### src/rtl/uart_tx_os_if.sv
// Parallel-side and serial-side signals of the oversampling UART transmitter.
// The master drives the byte request; the slave (the transmitter) drives TX_OUT and Busy.
interface uart_tx_os_if #(
    parameter int unsigned DATA_WIDTH = 8
);
    logic                  PAR_TYP;
    logic                  PAR_EN;
    logic [5:0]            Prescale;
    logic [DATA_WIDTH-1:0] P_DATA;
    logic                  DATA_VALID;
    logic                  TX_OUT;
    logic                  Busy;

    modport master (
        output PAR_TYP, PAR_EN, Prescale, P_DATA, DATA_VALID,
        input  TX_OUT, Busy
    );

    modport slave (
        input  PAR_TYP, PAR_EN, Prescale, P_DATA, DATA_VALID,
        output TX_OUT, Busy
    );
endinterface

### src/rtl/uart_tx_os.sv
// UART transmitter timed by Prescale cycles of the shared oversampling clock.
// Define UART_TX_TWO_STOP_EN to send two stop bits instead of one.
module uart_tx_os #(
    parameter int unsigned DATA_WIDTH = 8
) (
    input logic         CLK,
    input logic         RST,
    uart_tx_os_if.slave bus
);
    localparam int unsigned BitW = (DATA_WIDTH > 1) ? $clog2(DATA_WIDTH) : 1;

    localparam logic [2:0] StIdle   = 3'd0;
    localparam logic [2:0] StStart  = 3'd1;
    localparam logic [2:0] StData   = 3'd2;
    localparam logic [2:0] StParity = 3'd3;
    localparam logic [2:0] StStop   = 3'd4;

    logic [2:0]            state_q, state_d;
    logic [5:0]            cnt_q, cnt_d;
    logic [BitW-1:0]       bit_q, bit_d;
    logic [DATA_WIDTH-1:0] shift_q, shift_d;
    logic [5:0]            presc_q, presc_d;
    logic                  par_en_q, par_en_d;
    logic                  par_bit_q, par_bit_d;
    logic                  tx_q, tx_d;
    logic                  busy_q, busy_d;
    logic                  bit_end;
`ifdef UART_TX_TWO_STOP_EN
    logic                  stop2_q, stop2_d;
`endif

    assign bit_end = (cnt_q == presc_q - 6'd1);

    always_comb begin
        state_d   = state_q;
        cnt_d     = cnt_q;
        bit_d     = bit_q;
        shift_d   = shift_q;
        presc_d   = presc_q;
        par_en_d  = par_en_q;
        par_bit_d = par_bit_q;
        tx_d      = tx_q;
        busy_d    = busy_q;
`ifdef UART_TX_TWO_STOP_EN
        stop2_d   = stop2_q;
`endif
        if (state_q == StIdle) begin
            if (bus.DATA_VALID) begin
                state_d   = StStart;
                presc_d   = (bus.Prescale == 6'd0) ? 6'd1 : bus.Prescale;
                shift_d   = bus.P_DATA;
                par_en_d  = bus.PAR_EN;
                par_bit_d = (^bus.P_DATA) ^ bus.PAR_TYP;
                cnt_d     = 6'd0;
                bit_d     = '0;
                tx_d      = 1'b0;
                busy_d    = 1'b1;
            end
        end else if (!bit_end) begin
            cnt_d = cnt_q + 6'd1;
        end else begin
            cnt_d = 6'd0;
            case (state_q)
                StStart: begin
                    state_d = StData;
                    tx_d    = shift_q[0];
                    shift_d = shift_q >> 1;
                end
                StData: begin
                    if (bit_q == BitW'(DATA_WIDTH - 1)) begin
                        bit_d = '0;
                        if (par_en_q) begin
                            state_d = StParity;
                            tx_d    = par_bit_q;
                        end else begin
                            state_d = StStop;
                            tx_d    = 1'b1;
                        end
                    end else begin
                        bit_d   = bit_q + BitW'(1);
                        tx_d    = shift_q[0];
                        shift_d = shift_q >> 1;
                    end
                end
                StParity: begin
                    state_d = StStop;
                    tx_d    = 1'b1;
                end
                StStop: begin
`ifdef UART_TX_TWO_STOP_EN
                    if (!stop2_q) begin
                        stop2_d = 1'b1;
                    end else begin
                        stop2_d = 1'b0;
                        state_d = StIdle;
                        tx_d    = 1'b1;
                        busy_d  = 1'b0;
                    end
`else
                    state_d = StIdle;
                    tx_d    = 1'b1;
                    busy_d  = 1'b0;
`endif
                end
                default: begin
                    state_d = StIdle;
                    tx_d    = 1'b1;
                    busy_d  = 1'b0;
                end
            endcase
        end
    end

    always_ff @(posedge CLK or negedge RST) begin
        if (!RST) begin
            state_q   <= StIdle;
            cnt_q     <= 6'd0;
            bit_q     <= '0;
            shift_q   <= '0;
            presc_q   <= 6'd1;
            par_en_q  <= 1'b0;
            par_bit_q <= 1'b0;
            tx_q      <= 1'b1;
            busy_q    <= 1'b0;
`ifdef UART_TX_TWO_STOP_EN
            stop2_q   <= 1'b0;
`endif
        end else begin
            state_q   <= state_d;
            cnt_q     <= cnt_d;
            bit_q     <= bit_d;
            shift_q   <= shift_d;
            presc_q   <= presc_d;
            par_en_q  <= par_en_d;
            par_bit_q <= par_bit_d;
            tx_q      <= tx_d;
            busy_q    <= busy_d;
`ifdef UART_TX_TWO_STOP_EN
            stop2_q   <= stop2_d;
`endif
        end
    end

    // Outputs come straight from flops so the serial line never glitches.
    assign bus.TX_OUT = tx_q;
    assign bus.Busy   = busy_q;
endmodule

### src/flat_wrapper.sv
// flat-port wrapper written by rule: the top's interface ports become plain ports
module uart_tx_os_flat 
#(
    parameter int unsigned DATA_WIDTH = 8
)
  (CLK, RST, bus_PAR_TYP, bus_PAR_EN, bus_Prescale, bus_P_DATA, bus_DATA_VALID, bus_TX_OUT, bus_Busy);
  uart_tx_os_if #(.DATA_WIDTH(DATA_WIDTH)) bus_i ();
  input logic CLK;
  input logic RST;
  input wire logic [$bits(bus_i.PAR_TYP)-1:0] bus_PAR_TYP;
  input wire logic [$bits(bus_i.PAR_EN)-1:0] bus_PAR_EN;
  input wire logic [$bits(bus_i.Prescale)-1:0] bus_Prescale;
  input wire logic [$bits(bus_i.P_DATA)-1:0] bus_P_DATA;
  input wire logic [$bits(bus_i.DATA_VALID)-1:0] bus_DATA_VALID;
  output wire logic [$bits(bus_i.TX_OUT)-1:0] bus_TX_OUT;
  output wire logic [$bits(bus_i.Busy)-1:0] bus_Busy;
  assign bus_i.PAR_TYP = bus_PAR_TYP;
  assign bus_i.PAR_EN = bus_PAR_EN;
  assign bus_i.Prescale = bus_Prescale;
  assign bus_i.P_DATA = bus_P_DATA;
  assign bus_i.DATA_VALID = bus_DATA_VALID;
  assign bus_TX_OUT = bus_i.TX_OUT;
  assign bus_Busy = bus_i.Busy;
  uart_tx_os #(.DATA_WIDTH(DATA_WIDTH)) u_core (.CLK(CLK), .RST(RST), .bus(bus_i));
endmodule
### config.mk
export PLATFORM = sky130hd
export DESIGN_NAME = uart_tx_os_flat
export DESIGN_NICKNAME = d
export VERILOG_FILES = /design/src/rtl/uart_tx_os_if.sv /design/src/rtl/uart_tx_os.sv /design/src/flat_wrapper.sv
export SDC_FILE = /design/constraint.sdc
export NUM_CORES = 1
export LEC_CHECK = 0
export BUFFER_PORTS_ARGS = -buffer_cell sky130_fd_sc_hd__buf_4
export CAP_MARGIN = 15
export CORE_MARGIN = 5
export CORE_UTILIZATION = 52
export DETAILED_ROUTE_END_ITERATION = 10
export GPL_ROUTABILITY_DRIVEN = 0
export PLACE_DENSITY = 0.76
export SYNTH_ARGS = -nofsm -noshare
export SYNTH_HDL_FRONTEND = slang
export SYNTH_SLANG_ARGS = --single-unit
### constraint.sdc
create_clock -name CLK -period 1.8 [get_ports CLK]
set_input_delay 0 -clock CLK [delete_from_list [all_inputs] [get_ports CLK]]
set_output_delay 0 -clock CLK [all_outputs]
set_load 0.01 [all_outputs]
# After elaboration in Yosys (flattened, before gate mapping)
# Cells that the tools add are included.
classes:
  add_sub_neg: 3
  mul: 0
  n_div: 0
  magnitude_cmp: 0
  eq_ne: 9
  n_shift: 0
  muxes: 30
  n_bitwise: 1
  n_reduce_logical: 13
op_table:
  columns: ["cell", "count"]
  rows:
  - ["8-bit two-way mux", 4]
  - ["3-bit two-way mux", 10]
  - ["6-bit two-way mux", 4]
  - ["8-bit case mux with 2 select lines", 1]
  - ["1-bit two-way mux", 9]
  - ["3-bit case mux with 3 select lines", 1]
  - ["3-bit AND reduction", 3]
  - ["8-bit parity", 1]
  - ["6-bit by 1-bit adder with 6-bit output (second input constant)", 1]
  - ["3-bit by 2-bit == test with 1-bit output (second input constant)", 2]
  - ["6-bit == test", 1]
  - ["6-bit logical NOT", 1]
  - ["6-bit by 1-bit subtractor with 6-bit output (second input constant)", 1]
  - ["2-bit AND reduction", 2]
  - ["4-bit AND reduction", 1]
  - ["2-bit nonzero test", 2]
  - ["3-bit by 1-bit adder with 3-bit output (second input constant)", 1]
  - ["3-bit by 1-bit == test with 1-bit output (second input constant)", 1]
  - ["3-bit == test (second input constant)", 1]
  - ["3-bit logical NOT", 1]
  - ["3-bit by 1-bit != test with 1-bit output (second input constant)", 1]
  - ["3-bit by 2-bit != test with 1-bit output (second input constant)", 1]
  - ["3-bit nonzero test", 1]
  - ["3-bit OR reduction", 1]
  - ["4 further kinds", 4]
totals:
  register_bits: 30
  latch_bits: 0
  ram_bits: 0
  rom_bits: 0
  word_cells: 65
  n_memories: 0

# Depth between registers and ports, before layout
logic_depth:
  depth_word: 5
  depth_mapped: 9

# Worst setup path after synthesis
# No wires, ideal clock.
synth_timing:
  kind: "reg-to-reg"
  startpoint: "register u_core.presc_q[0]"
  endpoint: "register u_core.shift_q[0]"
  setup_ps: 87
  t_arrival_ps: 1919
  required_ps: 1713
  setup_slack_ps: -206
  stages_incl_launch_ff: 9
  path_buffers: 1
  period_less_slack_ps: 2006
  cell_sequence: "dfstp_2 -> inv_1 -> ha_1 -> xnor2_1 -> nor2_1 -> nand4b_1 -> or3_1 -> buf_6 -> a211oi_2"
synth_between:
  elab_chain_cells: 4
synth_rtl:
  columns: ["item", "line_no", "rtl"]
  rows:
  - ["start, declared", "uart_tx_os.sv:22", "logic [5:0] presc_q, presc_d;"]
  - ["start signal, assigned", "uart_tx_os.sv:133", "presc_q <= presc_d;"]
  - ["6-bit by 1-bit subtractor with 6-bit output", "uart_tx_os.sv:32", "assign bit_end = (cnt_q == presc_q - 6'd1);"]
  - ["6-bit == test", "uart_tx_os.sv:32", null]
  - ["2-bit nonzero test (no source line)", null, null]
  - ["4-bit AND reduction (no source line)", null, null]
  - ["end signal, assigned", "uart_tx_os.sv:132", "shift_q <= shift_d;"]
  - ["end, declared", "uart_tx_os.sv:21", "logic [DATA_WIDTH-1:0] shift_q, shift_d;"]
# Every way passes these cells.
# A chain may end at the register's enable or synchronous reset.

# Worst setup path in the final report
layout_timing:
  startpoint: "register u_core.presc_q[0]"
  endpoint: "register u_core.shift_q[6]"
# Same word-level chain as after synthesis.

==> impl_metrics.toml <==
[pwr]
power_mw = 1.23
p_int_mw = 0.934
power_density_nw_per_um2 = 500
power_frac_seq = 0.550
combPwrFrac = 0.094
power.switching_mw = 0.291
pwr-share-clk = 0.356
irDropWorstVdd_mv = 0.415
swShare = 0.238
p_leak_nw = 1.01

[layout]
postLayoutCellArea_um2 = 2450
fin_util = 0.730
diodes = 0
syn2layout_area_growth_pct = 35.7
fillers = 262
drive_above_1_share = 0.282
finalNetCount = 288

[logic_synthesis]
synth_area_leaders = "dfrtp_1 39%, nand2_1 5.8%, xnor2_1 5.3%"
ys.flop_type = "dfrtp_1"
synthAdderAreaFrac = 0.0277
yosysWarnings = 0
yosys.area.top_type = "dfrtp_1"
yosysUniqueCellTypes = 40
synth_edf_count = 0
synth_compound_area_frac = 0.204
yosysSeqAreaShare = 0.417
synth_mux_area_frac = 0
async_flop_share = 1.00
synth.net_count = 230
yosys.area.top_type_share = 0.388
yosys.area_share.simple = 0.237
ys_ff_latch = 30
syn_area_per_cell_um2 = 8.73
ys_top_cells_by_count = "28 x dfrtp_1, 28 x nand2_1, 22 x nor2_1, 19 x o21ai_0, 11 x xnor2_1"
synth_xor_xnor_area_share = 0.0678
synth_top_family_by_area = "simple AND/OR/NAND/NOR gates"
syn_inst = 207
netlist_area_um2 = 1810

[floorplan]
fp.dieH_um = 69.0
core_um2 = 3360
placement_rows = 21
start_util = 0.538
die_area_um2 = 4760
die_w_um = 69.0
io_pins = 21

[detailed_routing]
vias = 1733
remaining_drc_errors = 0
finalWirelength_um = 4780
dr.pass1.iters = 5
wl_per_cell_um = 15.3
ant_nets = 0
first_iter_violations = 127
viasPerCell = 5.55

[worst_setup_path]
reg2reg_depth = 8
path_class = "reg2reg"
cp_slowest_cell = "dfstp_2"
cp-end-kind = "flip-flop"
r2r_start = "u_core.presc_q[0]"
cp_num_buf_inv = 2
rrSetupSlack_ps = -160
worst_ep_arrival_time_ps = 2170
crit_family = "simple AND/OR/NAND/NOR gates"
start_kind = "flip-flop"
path_cells = "inv_2, ha_4, xnor2_1, nor2_1, nand4b_1, buf_6, nor4_1, a211oi_2"
r2r_end = "u_core.shift_q[6]"
critical_path_peak_fanout = 14
slowest_delay_ps = 550
required_ps = 2010

[place]
dpl_cell_area_um2 = 2190
dpl.hpwl_um = 3070
io_buffers = 20

[hold_path]
min_to = "u_core.shift_q[6]"
hp-class = "in2reg"
hold_depth = 3
worstHoldStart = "bus_P_DATA[6]"

[clock_tree]
insertion_delay_ps = 340
numCtsBuffers = 5
clk_pin_slew_ps = 90
clockRootBuffer = "clkbuf_4"
clock_path_buffers = 2
cts_sinks = 30
tritoncts = "built"
cts_htree_levels = 2

[sta]
setup_viol = 21
rsz0062_at_grt = "yes"
worst_slack_ps = -158
finalMaxSlewViolations = 0
hold_violations = 0
timing.fmax_ghz = 0.511
whs_ps = 10.5
finalCriticalPeriod_ps = 1960
slew_headroom = 0.673
period_share = 1.09
fin_skew_ps = 8.97
worst_pin_slew_ps = 489

[global_routing]
grt_pass1_wl_um = 7580
grt_usage = 0.221
antenna_found_initial = 0
grt.overflow.total = 0
grt_pass1_vias = 1601
grt_max_degree = 31

[run_status]
status = "finished, violations left"
violations = "setup timing"

[flow_run]
maxCapViolations = 0
[area by class of cell]
class / count / area (um^2) / area share
well taps: 46 / 57.6 / 0.0235
repair buffers: 63 / 531 / 0.216
flip-flops and latches: 30 / 754 / 0.307
clock buffers: 8 / 58.8 / 0.0240
multi-input cells: 158 / 1030 / 0.418
inverters: 7 / 26.3 / 0.0107
[metrics by stage]
step	TNS, ps	std cells	setup slack, ps
2_1_floorplan	-712	207	-100
3_3_place_gp	-1810	286	-132
3_5_place_dp	-2510	286	-172
4_1_cts	-1250	310	-104
5_1_grt	-4380	312	-298
6_report	-2230	312	-158
[worst max path at each step]
stage                 startpoint           endpoint  slack, ps  cells after the start
6_report       u_core.presc_q[0]  u_core.shift_q[6]       -160                      8
4_1_cts        u_core.presc_q[0]    u_core.bit_q[0]       -100                      8
5_1_grt        u_core.presc_q[1]    u_core.bit_q[0]       -300                      8
3_5_place_dp   u_core.presc_q[0]    u_core.bit_q[0]       -170                      8
3_3_place_gp   u_core.presc_q[0]    u_core.cnt_q[4]       -130                      9
2_1_floorplan    u_core.bit_q[1]  u_core.shift_q[0]       -100                      9
[power groups by stage]
stage                     Clock, mW  Sequential [mW]  Combinational [mW]
after floorplan                   0            0.687              0.0330
after global placement            0            0.687              0.0858
after detailed placement          0            0.687              0.0866
after CTS                     0.441            0.674               0.111
after global routing          0.482            0.674               0.127
final                         0.437            0.674               0.115
[layout by cell type, fill, tap and decap left out, drive strengths merged, types with 8 or more instances in the layout]
cell type	synthesis	layout
buf	5	48
clkbuf	7	8
dfrtp	28	28
dlygate4sd3	0	15
nand2	28	28
nor2	22	22
nor4	8	8
o211ai	9	9
o21ai	22	22
xnor2	11	11
[state kept, by name, summed over array words and instances, names as in the netlist]
name / cells
u_core.cnt_q: 6
u_core.state_q: 3
u_core.presc_q: 6
u_core.shift_q: 8
u_core.bus.Busy: 1
u_core.par_bit_q: 1
u_core.par_en_q: 1
u_core.bus.TX_OUT: 1
u_core.bit_q: 3
[repair_timing]
action | in CTS | in global routing
endpoints found under the hold margin | 43 | 1
resized for setup | 5 | 5
pin swaps | 1 | 1
hold buffers | 14 | 1
buffers inserted | 2 | 1
setup endpoints to repair | 21 | 22
[worst reg2reg max path, delay by kind of cell, from the launching register on]
| family | cells | cell delay, ps |
|---|---|---|
| xor gates and xnor gates | 1 | 130 |
| buffers and inverters | 2 | 240 |
| and+or+nand+nor | 3 | 650 |
| AOI/OAI and AO/OA | 1 | 60 |
| DFF | 1 | 550 |
| adders and majority gates | 1 | 210 |
[cells by family (layout without fill, tap and decap cells)]
group / count (synthesis) / after routing
compound gates: 52 / 52
xor+xnor: 14 / 14
fa+ha+maj: 4 / 4
buf+inv: 19 / 78
flops: 30 / 30
simple gates: 88 / 88
[routing by layer]
metal / share of wire / wire length (um) / up-vias / global-route usage
li1: - / - / 853 / -
met1: 0.45 / 2130 / 829 / 0.298
met2: 0.49 / 2360 / 44 / 0.342
met3: 0.044 / 212 / 7 / 0.0632
met4: 0.016 / 75 / 0 / 0.0681
met5: 0 / 0 / - / 0
(Power assumes the default switching activity.)
